File: config.mk
export PLATFORM = sky130hd
export DESIGN_NAME = keypad_scanner
export DESIGN_NICKNAME = d
export VERILOG_FILES = /design/src/rtl/keypad_scanner.sv
export SDC_FILE = /design/constraint.sdc
export NUM_CORES = 1
export LEC_CHECK = 0
export CAP_MARGIN = 20
export CORE_MARGIN = 4
export CORE_UTILIZATION = 56
export CTS_CLUSTER_DIAMETER = 50
export DETAILED_ROUTE_END_ITERATION = 16
export HOLD_SLACK_MARGIN = 0.03
export PLACE_DENSITY_LB_ADDON = 0.05
export SLEW_MARGIN = 0
export SYNTH_ARGS = -nofsm -noshare
export SYNTH_HDL_FRONTEND = slang
export SYNTH_SLANG_ARGS = --single-unit
File: constraint.sdc
create_clock -name clk -period 7.4 [get_ports clk]
set_clock_uncertainty 0.1 [all_clocks]
set_input_delay 1.48 -clock clk [delete_from_list [all_inputs] [get_ports clk]]
set_output_delay 1.48 -clock clk [all_outputs]
set_load 0.1 [all_outputs]
File: src/rtl/keypad_scanner.sv
// -----------------------------------------------------------------------------
// keypad_scanner
//
// Scans a 4x4 matrix keypad. Drives one column at a time and looks at the
// synchronized row lines at the end of each column dwell. A detected key is
// debounced for press and release. Each accepted press gives a one-cycle
// pulse, updates the key code and shifts the code into a short history.
//
// Parameters
//   SCAN_DIV        clock cycles each column is driven while scanning (>= 2)
//   DEBOUNCE_CYCLES consecutive stable cycles to accept a press/release (>= 1)
//   HIST_DEPTH      number of accepted key codes kept in digits (>= 1)
//
// Ports
//   clk        in   1            single clock, rising edge
//   reset_n    in   1            synchronous reset, active low
//   rows       in   4            asynchronous keypad row lines, active high
//   cols       out  4            one-hot column drive, active high
//   key_valid  out  1            one-cycle pulse per accepted press
//   key_code   out  4            code of the most recent accepted key
//   digits     out  4*HIST_DEPTH key history, newest code in [3:0]
// -----------------------------------------------------------------------------
module keypad_scanner #(
  parameter int SCAN_DIV        = 1000,
  parameter int DEBOUNCE_CYCLES = 20000,
  parameter int HIST_DEPTH      = 2
) (
  input  logic                    clk,
  input  logic                    reset_n,
  input  logic [3:0]              rows,
  output logic [3:0]              cols,
  output logic                    key_valid,
  output logic [3:0]              key_code,
  output logic [4*HIST_DEPTH-1:0] digits
);

  localparam int CNT_MAX = (SCAN_DIV > DEBOUNCE_CYCLES) ? SCAN_DIV : DEBOUNCE_CYCLES;
  localparam int CNT_W   = $clog2(CNT_MAX + 1);
  localparam int DIG_W   = 4 * HIST_DEPTH;

  localparam logic [CNT_W-1:0] SCAN_LAST = CNT_W'(SCAN_DIV - 1);
  localparam logic [CNT_W-1:0] DB_LAST   = CNT_W'(DEBOUNCE_CYCLES - 1);
  localparam logic [CNT_W-1:0] CNT_SAT   = CNT_W'(CNT_MAX);
  localparam logic [CNT_W-1:0] CNT_ZERO  = CNT_W'(0);

  typedef enum logic [1:0] {
    SCAN       = 2'd0,
    PRESS_DB   = 2'd1,
    HELD       = 2'd2,
    RELEASE_DB = 2'd3
  } state_t;

  // Key code for a (row, column index) position of the matrix.
  function automatic logic [3:0] key_map(input logic [1:0] r, input logic [1:0] c);
    logic [3:0] code;
    case ({r, c})
      4'h0:    code = 4'h1;
      4'h1:    code = 4'h2;
      4'h2:    code = 4'h3;
      4'h3:    code = 4'hA;
      4'h4:    code = 4'h4;
      4'h5:    code = 4'h5;
      4'h6:    code = 4'h6;
      4'h7:    code = 4'hB;
      4'h8:    code = 4'h7;
      4'h9:    code = 4'h8;
      4'hA:    code = 4'h9;
      4'hB:    code = 4'hC;
      4'hC:    code = 4'hE;
      4'hD:    code = 4'h0;
      4'hE:    code = 4'hF;
      4'hF:    code = 4'hD;
      default: code = 4'h0;
    endcase
    return code;
  endfunction

  // Index of the lowest set row bit (row 0 wins when several keys share a column).
  function automatic logic [1:0] lowest_row(input logic [3:0] r);
    logic [1:0] idx;
    if (r[0]) begin
      idx = 2'd0;
    end else if (r[1]) begin
      idx = 2'd1;
    end else if (r[2]) begin
      idx = 2'd2;
    end else begin
      idx = 2'd3;
    end
    return idx;
  endfunction

  // Column index of the one-hot column drive.
  function automatic logic [1:0] col_index(input logic [3:0] c);
    logic [1:0] idx;
    case (c)
      4'b0001: idx = 2'd0;
      4'b0010: idx = 2'd1;
      4'b0100: idx = 2'd2;
      4'b1000: idx = 2'd3;
      default: idx = 2'd0;
    endcase
    return idx;
  endfunction

  // Next column; an illegal drive pattern recovers to column 0.
  function automatic logic [3:0] next_col(input logic [3:0] c);
    logic [3:0] n;
    case (c)
      4'b0001: n = 4'b0010;
      4'b0010: n = 4'b0100;
      4'b0100: n = 4'b1000;
      4'b1000: n = 4'b0001;
      default: n = 4'b0001;
    endcase
    return n;
  endfunction

  // Saturating counter increment; the counter never wraps.
  function automatic logic [CNT_W-1:0] sat_inc(input logic [CNT_W-1:0] v);
    return (v >= CNT_SAT) ? v : v + CNT_W'(1);
  endfunction

  logic [3:0]       rows_meta_r;
  logic [3:0]       rs_r;
  state_t           state_r,     state_s;
  logic [CNT_W-1:0] cnt_r,       cnt_s;
  logic [3:0]       cols_r,      cols_s;
  logic [1:0]       row_idx_r,   row_idx_s;
  logic             key_valid_r, key_valid_s;
  logic [3:0]       key_code_r,  key_code_s;
  logic [DIG_W-1:0] digits_r,    digits_s;
  logic             row_bit_s;
  logic [3:0]       new_code_s;

  // Level of the latched row, and the code of the latched key at the frozen column.
  assign row_bit_s  = rs_r[row_idx_r];
  assign new_code_s = key_map(row_idx_r, col_index(cols_r));

  // Two-flop synchronizer for the asynchronous row lines.
  always_ff @(posedge clk) begin
    if (!reset_n) begin
      rows_meta_r <= 4'b0000;
      rs_r        <= 4'b0000;
    end else begin
      rows_meta_r <= rows;
      rs_r        <= rows_meta_r;
    end
  end

  // FSM and datapath registers.
  always_ff @(posedge clk) begin
    if (!reset_n) begin
      state_r     <= SCAN;
      cnt_r       <= CNT_ZERO;
      cols_r      <= 4'b0001;
      row_idx_r   <= 2'd0;
      key_valid_r <= 1'b0;
      key_code_r  <= 4'h0;
      digits_r    <= {DIG_W{1'b0}};
    end else begin
      state_r     <= state_s;
      cnt_r       <= cnt_s;
      cols_r      <= cols_s;
      row_idx_r   <= row_idx_s;
      key_valid_r <= key_valid_s;
      key_code_r  <= key_code_s;
      digits_r    <= digits_s;
    end
  end

  // Next-state and next-output logic.
  always_comb begin
    state_s     = state_r;
    cnt_s       = cnt_r;
    cols_s      = cols_r;
    row_idx_s   = row_idx_r;
    key_valid_s = 1'b0;
    key_code_s  = key_code_r;
    digits_s    = digits_r;
    case (state_r)
      SCAN: begin
        // Rows are only looked at on the last cycle of a column dwell.
        if (cnt_r >= SCAN_LAST) begin
          cnt_s = CNT_ZERO;
          if (rs_r != 4'b0000) begin
            row_idx_s = lowest_row(rs_r);
            state_s   = PRESS_DB;
          end else begin
            cols_s = next_col(cols_r);
          end
        end else begin
          cnt_s = sat_inc(cnt_r);
        end
      end
      PRESS_DB: begin
        if (row_bit_s) begin
          cnt_s = sat_inc(cnt_r);
          // The counter reaches DEBOUNCE_CYCLES on this cycle: accept.
          if (cnt_r >= DB_LAST) begin
            state_s     = HELD;
            key_valid_s = 1'b1;
            key_code_s  = new_code_s;
            // Keep the low DIG_W bits: shifts history up, oldest nibble drops out.
            digits_s    = DIG_W'({digits_r, new_code_s});
          end else begin
            state_s = PRESS_DB;
          end
        end else begin
          state_s = SCAN;
          cnt_s   = CNT_ZERO;
          cols_s  = next_col(cols_r);
        end
      end
      HELD: begin
        // Other rows are deliberately ignored here; only the latched row matters.
        if (!row_bit_s) begin
          state_s = RELEASE_DB;
          cnt_s   = CNT_ZERO;
        end else begin
          state_s = HELD;
        end
      end
      RELEASE_DB: begin
        if (!row_bit_s) begin
          if (cnt_r >= DB_LAST) begin
            state_s = SCAN;
            cnt_s   = CNT_ZERO;
            cols_s  = next_col(cols_r);
          end else begin
            cnt_s = sat_inc(cnt_r);
          end
        end else begin
          state_s = HELD;
          cnt_s   = CNT_ZERO;
        end
      end
      default: begin
        state_s = SCAN;
        cnt_s   = CNT_ZERO;
        cols_s  = 4'b0001;
      end
    endcase
  end

  assign cols      = cols_r;
  assign key_valid = key_valid_r;
  assign key_code  = key_code_r;
  assign digits    = digits_r;

endmodule

; ---- Yosys cells after proc, flatten, opt, wreduce, memory -nomap -nowiden
; Memories as Yosys holds them, arrays and structs flattened.
; Cells that the tools add are included.
[totals]
regBits = 44
rom_bits = 64
inputBits = 6
out_inout_bits = 17
word_cells = 67
memories = 1
[memory_table]
columns = memory, depth, width, read_ports, rd_ports_with_merged_regs, write_ports, line
row1 = (no name shown), 16, 4, 1, 0, 0, 56  ; case ({r, c})
[op_classes]
add_sub_neg = 1
magnitude_cmp = 4
eq_ne = 15
n_mux = 29
reduce_logical = 8
[ops]
columns = operator, count
row1 = $mux W15, 6
row2 = $pmux W15 S4, 1
row3 = $ge A15 B15 Y1 const B, 2
row4 = $pmux W4 S3, 2
row5 = $mux W4, 5
row6 = $mux W2, 8
row7 = $add A15 B1 Y15 const B, 1
row8 = $ge A15 B10 Y1 const B, 1
row9 = $ne A2 B2 Y1 const B, 7
row10 = $reduce_and A3 Y1, 4
row11 = $pmux W2 S4, 1
row12 = $pmux W2 S3, 1
row13 = $reduce_and A6 Y1, 1
row14 = $eq A2 B2 Y1 const B, 2
row15 = $eq A4 B1 Y1 const B, 1
row16 = $eq A4 B2 Y1 const B, 1
row17 = $eq A4 B3 Y1 const B, 1
row18 = $eq A4 B4 Y1 const B, 1
row19 = $mux W1, 4
row20 = $reduce_bool A4 Y1, 1
row21 = $lt A2 B3 Y1 const B, 1
row22 = $ne A3 B3 Y1 const B, 1
row23 = $reduce_bool A3 Y1, 1
row24 = $bmux W1 S2, 1
row25 = other kinds (2), 2

; ---- Depth between registers and ports, before layout
; Gate-level depths: netlist (run 1).
[depth]
ltp_word = 5
depth_mapped = 11
ltp_nobuf = 9

; ---- Worst setup path after synthesis (run 1)
; No wires, ideal clock.
[synth_path]
kind = flip-flop to output port
from = register key_code_r[0], in the netlist key_code[0]
to = output key_code[0]
arrival_time_ns = 1.391
required_time_ns = 5.820
setup_slack_ns = 4.429
path_stages_with_launch = 2
n_path_buf = 1
cell_sequence = dfxtp_1 > buf_4
[synth_lines]
columns = item, line
row1 = "start, declared", 131  ; logic [3:0] key_code_r, key_code_s;
row2 = "start signal, assigned", 167  ; key_code_r <= key_code_s;
row3 = "end, declared", 33  ; output logic [3:0] key_code,
; No word-level cell between the ends.

; ---- Worst setup path in the final report (run 1)
[layout_path]
from = register cols_r[3], in the netlist cols[3]
to = output cols[3]
[layout_lines]
columns = item, line
row1 = "start, declared", 128  ; logic [3:0] cols_r, cols_s;
row2 = "start signal, assigned", 164  ; cols_r <= cols_s;
row3 = "end, declared", 31  ; output logic [3:0] cols,
; No word-level cell between the ends.

==> impl_metrics.json, run 1 <==
{
  "drc": 0,
  "path_class": "reg2out",
  "tritoncts": "yes",
  "drv_slew": 0,
  "clockBufferDepth": 2,
  "maxSlewHeadroom_pct": 33.6,
  "yosys.area.top_type": "dfxtp_1",
  "start_util_pct": 59.5,
  "clk_latency_ns": 0.29,
  "setup_violations": 0,
  "synth_nets": 237,
  "hold_slack_ns": 0.338,
  "cts_setup_buffers": 0,
  "netlist_instances": 224,
  "synth_area_per_cell_um2": 9.14,
  "antenna_found_initial": 0,
  "ys_ff_latch": 40,
  "gp_congestion": 0.806,
  "ir_drop_mv": 0.130,
  "grt_max_degree": 26,
  "netlist.area_leader.share_pct": 39.1,
  "global_route.usage.met1_pct": 26.0,
  "cp-start-kind": "register",
  "core-area_um2": 3440,
  "critPathCaptureType": "primary output",
  "antenna_left": 0,
  "ys_seq_area_share_pct": 39.1,
  "cp_top_family": "buffers and inverters",
  "antennaDiodeCount": 0,
  "worstPathRequired_ns": 5.82,
  "setup_tns_ns": 0,
  "row_count": 21,
  "cts_resized": 0,
  "placed_area_um2": 2240,
  "syn_area_um2": 2050,
  "slowest_delay_ns": 1.20,
  "stdcell_count": 284,
  "power_density_nw_per_um2": 166,
  "fin_nets": 250,
  "worst_slew_pin_slew_ns": 0.993,
  "gr-max-usage-layer": "met2",
  "die_h_um": 68.5,
  "use_met2_pct": 28.5,
  "ys.flop_type": "dfxtp_1",
  "regToRegSetupSlack_ns": 4.56,
  "leakage_nw": 0.861,
  "cp_slowest_cell": "clkdlybuf4s50_1",
  "design_area_um2": 2330,
  "rsz0062_at_grt": "no",
  "routed_wl_um": 3900,
  "synth_area_leaders": "dfxtp_1, mux2i_1, ha_1, xor2_1, nor2_1",
  "vias": 1548,
  "fillers": 284,
  "cp_max_fo": 8,
  "dp_cells": 276,
  "yosysWarningCount": 0,
  "root_buffer": "clkbuf_8",
  "post_drt_wl_per_cell_um": 13.7,
  "avgViaCountPerCell": 5.45,
  "areaGrowthSynthToFinish_pct": 13.9,
  "met3_usage_pct": 3.94,
  "clk_pin_slew_ns": 0.07,
  "status": "complete, no violations",
  "fmaxAchievable_mhz": 280,
  "seq_area_um2": 801,
  "yosysUniqueCellTypes": 47,
  "ctsHoldBuffers": 0,
  "drt_first_pass_iters": 4,
  "cp.arrival_ns": 1.99,
  "cts_max_level": 2,
  "fin_util_pct": 67.8,
  "cap_violations": 0,
  "ios": 23,
  "fin_crit_ns": 3.57,
  "hold_viol_final": 0,
  "drt-initial-drc-count": 130,
  "grt_pass1_vias": 1455,
  "cts.sinks": 40,
  "gr-total-overflow": 0,
  "drive_gt1_share_pct": 6.72,
  "async_flop_share_pct": 0,
  "cp_num_buf_inv": 1,
  "dp_hpwl_um": 2780,
  "multi_input_area_um2": 1120,
  "portBuffers": 22,
  "cts_made_buffers": 5,
  "die-area_um2": 4690,
  "grt_usage_pct": 18.9,
  "hp-class": "reg2reg",
  "synth-edff-count": 0,
  "worstPathCellList": "clkdlybuf4s50_1",
  "grt_pass1_wl_um": 6630,
  "die-width_um": 68.5,
  "min_period_over_period_pct": 48.2
}
==> cell families after synthesis <==
family / count (synthesis) / synth area share [%]
AOI/OAI and AO/OA: 30 / 11.6
xor gates and xnor gates: 14 / 5.99
adders and majority gates: 7 / 4.28
buffers and inverters: 27 / 6.29
DFF: 40 / 39.1
muxes: 12 / 7.09
and+or+nand+nor: 94 / 25.7
==> sequential cells by signal (all words and copies together), names as in the netlist <==
| signal | count |
|---|---|
| cnt_r | 15 |
| digits | 5 |
| cols | 4 |
| rows_meta_r | 4 |
| rs_r | 4 |
| key_code | 3 |
| row_idx_r | 2 |
| state_r | 2 |
| key_valid | 1 |
==> cell usage in the layout (no fill, tap or decap), types with 5 or more instances in the layout <==
cell type	n
o21ai_0	5
and3_1	5
nand3_1	7
xor2_1	10
dfxtp_1	40
nand4_1	6
and2_1	11
inv_1	10
clkdlybuf4s50_1	22
mux2i_1	10
ha_1	7
nor2_1	21
nor2b_1	9
a21oi_1	7
clkbuf_8	6
nand2_1	12
==> per-stage QoR <==
stage	power [W]	setup slack, ns
finish	0.000387	3.83
global placement	0.000242	4.09
floorplan	0.000237	4.43
detailed placement	0.000243	4.00
CTS	0.000390	3.82
global route	0.000404	3.77
==> synthesized netlist by cell type, drive strengths merged, types with 2 or more instances <==
library cell  count
a21oi             8
a31oi             2
and2             11
and3              5
and4              2
buf               9
clkbuf            7
dfxtp            40
ha                7
inv              11
mux2i            10
mux4              2
nand2            12
nand2b            3
nand3             7
nand4             6
nor2             21
nor2b             9
nor3              3
nor4              5
o211a             2
o211ai            2
o21ai             5
o31ai             2
or3               4
or4               2
xnor2             4
xor2             10
==> metal layers <==
metal / vias up / wire, um
met5: - / 0
met4: 0 / 50
met3: 7 / 209
met2: 44 / 1740
met1: 705 / 1900
li1: 792 / -
==> final timing paths <==
| check | endpoint | depth (start not counted) | start |
|---|---|---|---|
| hold reg to reg | rs_r[2]$_SDFF_PN0_ | 1 | rows_meta_r[2]$_SDFF_PN0_ |
| hold / removal | rs_r[2]$_SDFF_PN0_ | 1 | rows_meta_r[2]$_SDFF_PN0_ |
| setup reg to reg | digits[7]$_SDFFE_PN0P_ | 7 | cnt_r[0]$_SDFFE_PN0P_ |
| setup / recovery | cols[3] | 1 | cols[3]$_SDFFE_PN0P_ |
==> layout make-up <==
type	count	share of cell area [%]
clock buffers	7	3.70
clock inverters	1	0.322
inverters	11	1.77
multi-input cells	157	48.0
flip-flops and latches	40	34.3
well taps	46	2.47
repair buffers	22	9.44
==> power breakdown <==
| group | internal [W] | total, W | leakage [nW] | switching, W |
|---|---|---|---|---|
| sequential | 0.000219 | 0.000221 | 0.324 | 0.00000282 |
| combinational | 0.00000736 | 0.0000162 | 0.492 | 0.00000882 |
| clock | 0.0000757 | 0.000150 | 0.0445 | 0.0000740 |
| total | 0.000302 | 0.000387 | 0.861 | 0.0000856 |
Power figures use the tool's default switching activity.
==> run 2, diff against run 1 <==
CORE_UTILIZATION = 55   (was 56)
clock period = 3.7 ns   (was 7.4 ns; I/O delays follow)
==> impl_metrics.json, run 2 (synthesized netlist as in run 1, its figures left out) <==
{
  "clk_pin_slew_ns": 0.07,
  "clockBufferDepth": 2,
  "hold_viol_final": 0,
  "drt_first_pass_iters": 5,
  "cp.arrival_ns": 2.89,
  "clk_latency_ns": 0.29,
  "timing.rr.end": "digits[7]$_SDFFE_PN0P_",
  "cap_violations": 0,
  "p_comb_share_pct": 3.9,
  "design_area_um2": 2370,
  "switching_share_pct": 20.0,
  "drc": 0,
  "path_class": "reg2reg",
  "critPathCaptureType": "register",
  "core-area_um2": 3470,
  "grt_usage_pct": 17.3,
  "status": "complete, no violations",
  "setup_tns_ns": 0,
  "ios": 23,
  "cts_made_buffers": 5,
  "reg2reg_depth": 7,
  "vias": 1566,
  "cts_setup_buffers": 0,
  "placed_area_um2": 2240,
  "cts_resized": 0,
  "grt_max_degree": 26,
  "pwr-share-seq_pct": 51.3,
  "seq_area_um2": 801,
  "die_h_um": 69.0,
  "whs_path_depth": 1,
  "hp-class": "reg2reg",
  "routed_wl_um": 3870,
  "drive_gt1_share_pct": 8.37,
  "rsz0062_at_grt": "no",
  "antenna_found_initial": 0,
  "portBuffers": 22,
  "antennaDiodeCount": 0,
  "cp-start-kind": "register",
  "hold_path.startpoint": "rows_meta_r[1]$_SDFF_PN0_",
  "largest_reg_flops": 15,
  "ctsHoldBuffers": 0,
  "grt_pass1_wl_um": 6900,
  "hold_end": "rs_r[1]$_SDFF_PN0_",
  "gr-total-overflow": 0,
  "setup_violations": 0,
  "drt-initial-drc-count": 128,
  "min_period_over_period_pct": 75.7,
  "row_count": 21,
  "avgViaCountPerCell": 5.49,
  "dp_hpwl_um": 2850,
  "maxSlewHeadroom_pct": 34.0,
  "multi_input_area_um2": 1120,
  "mostFrequentLayoutCell": "dfxtp_1",
  "clkPwrFrac_pct": 44.8,
  "post_drt_wl_per_cell_um": 13.6,
  "tritoncts": "yes",
  "power_density_nw_per_um2": 365,
  "grt_pass1_vias": 1503,
  "drv_slew": 0,
  "cp_max_fo": 12,
  "die-width_um": 69.0,
  "leakage_nw": 0.890,
  "fin_nets": 251,
  "regToRegSetupSlack_ns": 0.90,
  "fillers": 299,
  "root_buffer": "clkbuf_8",
  "p_sw_w": 0.000173,
  "fmaxAchievable_mhz": 357,
  "fin_crit_ns": 2.80,
  "p_int_w": 0.000690,
  "cts.sinks": 40,
  "r2r-start": "cnt_r[0]$_SDFFE_PN0P_",
  "critPathLaunch": "cnt_r[0]$_SDFFE_PN0P_",
  "top_register": "cnt_r",
  "start_util_pct": 59.1,
  "hold_slack_ns": 0.341,
  "areaGrowthSynthToFinish_pct": 15.6,
  "gp_congestion": 0.822,
  "antenna_left": 0,
  "cp_slowest_cell": "nor4_4",
  "worstPathRequired_ns": 3.78,
  "worst_slew_pin_slew_ns": 0.987,
  "ir_drop_mv": 0.229,
  "worstPathCellList": "ha_1, or3b_1, a2111oi_4, a21oi_2, nor4_4, mux2i_1, nor2b_1",
  "slowest_delay_ns": 0.57,
  "cts_max_level": 2,
  "final_cell_mix": "dfxtp_1, nor2_1, clkdlybuf4s50_1, nand2_1, and2_1",
  "die-area_um2": 4760
}
run 2: cell types whose count changed in the layout (fill, tap and decap cells not counted), sizes merged:
cell	delta
bufinv	+1
buf	+3
clkdlybuf4s50	-2
clkinvlp	-1
run 2: stage by stage:
stage          setup WS (ns)  power [W]  std cells  utilization (%)
4_1_cts                0.888   0.000873        285             68.3
6_report               0.897   0.000863        285             68.3
3_3_place_gp            1.04   0.000484        277             64.6
2_1_floorplan          0.845   0.000474        224                -
3_5_place_dp           0.910   0.000486        277             64.6
5_1_grt                0.682   0.000903        285             68.3
run 2: critical path: cells and delay by family, from the launching register on:
family	cells	cell delay [ns]
AOI/OAI and AO/OA	2	0.49
adders and majority gates	1	0.34
DFF	1	0.42
muxes	1	0.28
and+or+nand+nor	3	1.06
run 2: cell type report:
class / instances / area share, %
timing repair buffer: 23 / 9.41
inverter: 11 / 1.74
clock inverter: 1 / 1.27
clock buffer: 7 / 4.07
multi-input combinational: 157 / 47.3
tap: 46 / 2.43
sequential: 40 / 33.8
run 2: routing by layer:
layer	GRT usage, %	wire [um]
met5	0	0
met4	6.94	47
met3	3.92	212
met2	26.6	1680
met1	23.4	1930
run 2: power groups by stage:
stage / logic, W / registers [W] / clock network [W]
3_3_place_gp: 0.0000319 / 0.000453 / 0
4_1_cts: 0.0000332 / 0.000443 / 0.000397
5_1_grt: 0.0000372 / 0.000444 / 0.000422
6_report: 0.0000332 / 0.000443 / 0.000387
2_1_floorplan: 0.0000224 / 0.000452 / 0
3_5_place_dp: 0.0000330 / 0.000453 / 0
run 2: worst max path at each step:
stage / endpoint / depth (start not counted)
global route: digits[7]$_SDFFE_PN0P_ / 7
CTS: digits[7]$_SDFFE_PN0P_ / 7
floorplan: key_code[1]$_SDFFE_PN0P_ / 8
detailed placement: digits[7]$_SDFFE_PN0P_ / 7
finish: digits[7]$_SDFFE_PN0P_ / 7
global placement: digits[7]$_SDFFE_PN0P_ / 7
